`src/rtl/mem_pkg.sv`:
```
// mem_pkg: shared load-op encodings, tracker entry type and parameter checks
package mem_pkg;
   localparam int LD_B  = 0;
   localparam int LD_H  = 1;
   localparam int LD_W  = 2;
   localparam int LD_BU = 3;
   localparam int LD_HU = 4;
   localparam int OP_W  = 5;

   // Per-entry control bits; offset and data live in width-parameterised arrays
   typedef struct packed {
      logic            we;
      logic [OP_W-1:0] load_op;
      logic            filled;
      logic            cancelled;
   } entry_t;

   function automatic bit depth_ok(input int d);
      return d >= 2 && d <= 16 && (d & (d - 1)) == 0;
   endfunction
endpackage

```
`src/rtl/load_align.sv`:
```
// load_align: extracts a byte/half/word lane from DATA_W bus data and sign/zero extends it
module load_align
   import mem_pkg::*;
#(
   parameter  int DATA_W = 32,
   localparam int OFF_W  = $clog2(DATA_W / 8)
) (
   input  logic [DATA_W-1:0] data_i,
   input  logic [OP_W-1:0]   op_i,
   input  logic [OFF_W-1:0]  offset_i,
   output logic [DATA_W-1:0] data_o
);
   logic [OFF_W+2:0] bit_idx;
   logic [7:0]       b;
   logic [15:0]      h;

   // Half lane reuses the byte bit index with its low half-select bit dropped
   always_comb begin
      bit_idx = {offset_i, 3'b000};
      b = data_i[bit_idx +: 8];
      h = data_i[{bit_idx[OFF_W+2:4], 4'b0000} +: 16];
      data_o = op_i[LD_B]  ? {{(DATA_W-8){b[7]}}, b} :
               op_i[LD_BU] ? {{(DATA_W-8){1'b0}}, b} :
               op_i[LD_H]  ? {{(DATA_W-16){h[15]}}, h} :
               op_i[LD_HU] ? {{(DATA_W-16){1'b0}}, h} :
               op_i[LD_W]  ? data_i : '0;
   end
endmodule

```
`src/rtl/mem_resp_tracker.sv`:
```
// mem_resp_tracker: in-order tracker of outstanding data-bus requests with flush cancellation
module mem_resp_tracker
   import mem_pkg::*;
#(
   parameter  int DEPTH  = 4,
   parameter  int DATA_W = 32,
   localparam int OFF_W  = $clog2(DATA_W / 8),
   localparam int CNT_W  = $clog2(DEPTH + 1)
) (
   input  logic              clk,
   input  logic              resetn,
   input  logic              req_valid,
   output logic              req_ready,
   input  logic              req_we,
   input  logic [OP_W-1:0]   req_load_op,
   input  logic [OFF_W-1:0]  req_offset,
   input  logic              data_sram_data_ok,
   input  logic [DATA_W-1:0] data_sram_rdata,
   input  logic              flush,
   output logic              out_valid,
   input  logic              out_ready,
   output logic [DATA_W-1:0] out_data,
   output logic              out_is_store,
   output logic [CNT_W-1:0]  outstanding,
   output logic              err_spurious
);
   localparam int PW = $clog2(DEPTH);

   if (!depth_ok(DEPTH) || (DATA_W != 32 && DATA_W != 64)) begin : g_bad_param
      $error("mem_resp_tracker: DEPTH must be a power of two in 2..16 and DATA_W 32 or 64");
   end

   entry_t            ent_q[DEPTH], ent_d[DEPTH];
   logic [DATA_W-1:0] dat_q[DEPTH], dat_d[DEPTH];
   logic [OFF_W-1:0]  off_q[DEPTH], off_d[DEPTH];
   logic [PW-1:0]     tail_q, tail_d, fill_q, fill_d, head_q, head_d;
   logic [CNT_W-1:0]  count_q, count_d;
   logic              err_q, err_d;
   logic              full, alloc, has_unfilled, fill_en, head_busy, pop;
   entry_t            head;
   logic [DATA_W-1:0] aligned;

   load_align #(.DATA_W(DATA_W)) u_align (
      .data_i   (dat_q[head_q]),
      .op_i     (head.load_op),
      .offset_i (off_q[head_q]),
      .data_o   (aligned)
   );

   // Allocate at tail, fill at fill pointer, retire at head; flush marks every entry cancelled
   always_comb begin
      ent_d = ent_q;
      dat_d = dat_q;
      off_d = off_q;
      full = count_q == CNT_W'(DEPTH);
      req_ready = !full;
      alloc = req_valid && !full;
      has_unfilled = fill_q != tail_q || (full && !ent_q[fill_q].filled);
      fill_en = data_sram_data_ok && has_unfilled;
      head = ent_q[head_q];
      head_busy = count_q != '0;
      out_valid = head_busy && head.filled && !head.cancelled && !flush;
      pop = (out_valid && out_ready) || (head_busy && head.filled && head.cancelled);
      out_data = (out_valid && !head.we) ? aligned : '0;
      out_is_store = out_valid && head.we;
      if (flush) for (int i = 0; i < DEPTH; i++) ent_d[i].cancelled = 1'b1;
      if (fill_en) begin
         ent_d[fill_q].filled = 1'b1;
         dat_d[fill_q] = data_sram_rdata;
      end
      if (alloc) begin
         ent_d[tail_q] = '{we: req_we, load_op: req_load_op, filled: 1'b0, cancelled: flush};
         off_d[tail_q] = req_offset;
      end
      tail_d = tail_q + PW'(alloc);
      fill_d = fill_q + PW'(fill_en);
      head_d = head_q + PW'(pop);
      count_d = count_q + CNT_W'(alloc) - CNT_W'(pop);
      err_d = err_q | (data_sram_data_ok && !has_unfilled);
      outstanding = count_q;
      err_spurious = err_q;
   end

   // State registers; reset clears pointers, count, sticky error and every entry
   always_ff @(posedge clk or negedge resetn) begin
      if (!resetn) begin
         tail_q  <= '0;
         fill_q  <= '0;
         head_q  <= '0;
         count_q <= '0;
         err_q   <= 1'b0;
         for (int i = 0; i < DEPTH; i++) begin
            ent_q[i] <= '0;
            dat_q[i] <= '0;
            off_q[i] <= '0;
         end
      end else begin
         tail_q  <= tail_d;
         fill_q  <= fill_d;
         head_q  <= head_d;
         count_q <= count_d;
         err_q   <= err_d;
         ent_q   <= ent_d;
         dat_q   <= dat_d;
         off_q   <= off_d;
      end
   end
endmodule

```
`config.mk`:
```
export PLATFORM = sky130hd
export DESIGN_NAME = mem_resp_tracker
export DESIGN_NICKNAME = d
export VERILOG_FILES = /design/src/rtl/mem_pkg.sv /design/src/rtl/load_align.sv /design/src/rtl/mem_resp_tracker.sv
export SDC_FILE = /design/constraint.sdc
export NUM_CORES = 1
export LEC_CHECK = 0
export ABC_AREA = 0
export CORE_MARGIN = 3
export CORE_UTILIZATION = 57
export DETAILED_ROUTE_END_ITERATION = 10
export PLACE_DENSITY = 0.86
export SLEW_MARGIN = 0
export SYNTH_ARGS = -nofsm -noshare
export SYNTH_HDL_FRONTEND = slang
export SYNTH_SLANG_ARGS = --single-unit
```
`constraint.sdc`:
```
create_clock -name clk -period 3.2 [get_ports clk]
set_input_delay 0.32 -clock clk [delete_from_list [all_inputs] [get_ports clk]]
set_output_delay 0.32 -clock clk [all_outputs]
set_load 0.02 [all_outputs]
```
==> impl_metrics.py <==
metrics = {
    "critical_path": {
        "cp_common_cell": "buf_12",
        "slowest_delay_ns": 0.64,
        "ff2ff_path_depth": 11,
        "required_ns": 2.88,
        "timing.rr.start": "head_q[0]",
        "startpoint_type": "flop",
        "crit_arrival_ns": 2.90,
        "rrSetupSlack_ns": 0.45,
        "path_class": "reg -> out",
        "slowest_stage": "mux4_2",
        "cp_cell_sequence": "buf_12, buf_12, mux4_2, mux4_2, buf_12, nand4_4, o31ai_2, buf_4",
        "cp-end-kind": "primary output",
        "critPathMaxFanout": 7,
        "rr_endpoint": "outstanding[2]",
    },
    "detailed_routing": {
        "dr_wl_met2_um": 11000,
        "drc": 0,
        "vias": 5814,
        "wl_met3_um": 1470,
        "highest_layer": "met4",
        "antenna_left": 0,
        "drt-met1-wl_um": 9070,
        "drt_pass1_iterations": 7,
        "drt_iter0_drc": 599,
        "routed_via_density": 6.33,
        "wl_per_cell_um": 24.2,
        "wl_um": 22200,
    },
    "layout": {
        "area_growth_pct": 19.6,
        "nets": 746,
        "drive_gt1_share_pct": 47.7,
        "diodes": 0,
    },
    "sta": {
        "finalMaxSlewViolations": 0,
        "post-route-period-util_pct": 101,
        "fin_tns_setup_ns": -0.0688,
        "rsz0062_at_grt": "yes",
        "worst_slew_pin_slew_ns": 0.957,
        "layout_setup_ws_ns": -0.0246,
        "period_minus_slack_ns": 3.22,
        "slew_headroom_pct": 35.9,
        "fin_skew_ns": 0.00652,
        "fmax_ghz": 0.310,
        "finalHoldViolCount": 0,
        "setup_viol": 7,
    },
    "yosys": {
        "yosys.area.top_type": "dfrtp_1",
        "synth_ff_type": "dfrtp_1",
        "synth-seq-cells": 178,
        "synth_nets": 644,
        "yosys_warnings": 0,
        "synthMostInstantiatedCell": "dfrtp_1",
        "yosysUniqueCellTypes": 50,
        "synth_top_area_share_pct": 49.5,
        "netlist_area_um2": 9000,
        "synth_edf_count": 0,
        "async_flop_share_pct": 100,
        "ys_seq_area_share_pct": 49.5,
        "yosys-top-cells-count": "dfrtp_1, mux2_2, mux2_4",
        "avgSynthCellArea_um2": 15.2,
        "synth_area_leaders": "dfrtp_1, mux2_2, mux4_2",
        "synth_cells": 592,
    },
    "place": {
        "routabilityCongestion": 0.886,
        "place_ws_ns": -0.0102,
        "place_hpwl_um": 14200,
        "port_buffers": 84,
    },
    "clock_network": {
        "htree_levels": 4,
        "clock-root-buffer": "clkbuf_16",
        "cts_buffer_depth": 2,
        "path_clk_slew_ns": 0.06,
        "insertion_delay_ns": 0.44,
        "cts_tree": "yes",
        "cts.sinks": 178,
        "cts_buffers": 17,
    },
    "global_route": {
        "grt_start_max_net_pins": 80,
        "antenna_found_initial": 0,
        "grt_usage_pct": 25.8,
        "overflow": 0,
        "grt_pass1_wl_um": 34700,
        "grt_pass1_vias": 6030,
    },
    "pwr": {
        "powerDensity_nw_per_um2": 1290,
        "worst_ir_drop_vdd_uv": 779,
        "power_leakage_nw": 4.73,
    },
    "floorplan": {
        "pin_count": 85,
        "die_h_um": 132,
        "core_area_um2": 15300,
        "die_w_um": 132,
        "initial_utilization_pct": 58.7,
        "placementRows": 45,
        "die_area_um2": 17300,
    },
    "hold_path": {
        "min_from": "ent_q[16]",
        "hold_path_depth": 1,
        "hold_end": "ent_q[16]",
        "worstHoldPathType": "reg -> reg",
    },
    "outcome": {
        "violations": "setup timing",
        "status": "complete, but fails checks",
    },
    "job": {
        "drv_cap": 0,
    },
}
-- cells in the final DEF (no fill, tap or decap), drive strengths merged, types with 7 or more instances in the layout --
cell type / count
clkdlybuf4s50: 51
buf: 58
a31oi: 10
o22ai: 7
mux2: 176
a21oi: 16
a221oi: 7
dfrtp: 178
o31ai: 16
mux4: 43
nor3: 10
nand3: 20
clkbuf: 30
inv: 14
-- per-layer routing --
layer  global-route usage [%]  vias up
li1                         -     2459
met5                        0        -
met1                     34.1     3016
met4                     9.33        0
met2                     41.8      277
met3                     6.39       62
-- timing repair --
item,4_1_cts,5_1_grt
hold buffers,1,0
endpoints found under the setup margin,32,32
gates cloned,0,2
endpoints found under the hold margin,76,0
buffers inserted,4,7
gates resized for setup,72,87
pin swaps,2,5
-- state kept, by name, indices dropped and copies added (netlist names) --
name / flops
dat_q: 128
ent_q: 32
err_spurious: 1
fill_q: 2
head_q: 2
off_q: 8
outstanding: 3
tail_q: 2
-- report_power, final --
part / internal (mW) / switching, mW / total (mW)
Clock: 1.17 / 0.879 / 2.04
Sequential: 3.42 / 0.717 / 4.14
Combinational: 3.95 / 3.72 / 7.67
-- metrics by stage --
step | hold slack [ns] | area, µm² | instances | utilization, % | total power [mW]
after detailed placement | 0.409 | 10100 | 872 | 66.0 | 10.9
after global placement | 0.383 | 10100 | 872 | 66.0 | 10.5
after global routing | 0.498 | 10800 | 918 | 70.3 | 14.5
after floorplan | 0.0244 | 9000 | 592 | - | 9.04
after CTS | 0.480 | 10800 | 909 | 70.4 | 13.3
final | 0.478 | 10800 | 918 | 70.3 | 13.9
-- cells by family (layout without fill, tap and decap cells) --
kind of cell,count (synthesis),in the layout,share of synthesized area (%)
AOI/OAI and AO/OA,71,71,5.45
buffers and inverters,56,169,3.67
DFF,178,178,49.5
xor gates and xnor gates,7,7,0.681
and+or+nand+nor,53,55,4.34
muxes,221,221,35.4
adders and majority gates,6,6,0.918
-- final cells by class --
| cell class | count | area, µm² |
|---|---|---|
| inverter | 13 | 48.8 |
| multi-input combinational | 360 | 4300 |
| fill | 999 | 4550 |
| sequential | 178 | 4460 |
| clock buffer | 19 | 443 |
| clock inverter | 13 | 135 |
| timing repair buffer | 124 | 1110 |
| tap | 211 | 264 |
-- worst max-delay path by stage --
stage                              end  slack, ns      start  depth (start not counted)
after floorplan           out_data[27]       0.42  head_q[1]                          6
after global placement    out_data[30]       0.05  head_q[0]                          5
after CTS                  out_data[6]    0.00005  head_q[0]                          8
final                     out_data[30]      -0.02  head_q[0]                          8
after detailed placement   out_data[8]      -0.01  head_q[0]                          6
after global routing      out_data[30]      -0.11  head_q[0]                          8
-- critical path, delay by kind of cell (launching register included) --
family                 cells  cell delay [ns]
AND/OR/NAND/NOR            1             0.10
flip-flops                 1             0.53
buffers and inverters      4             0.65
multiplexers               2             1.09
AO/OA/AOI/OAI              1             0.11
Power figures use the tool's default switching activity.
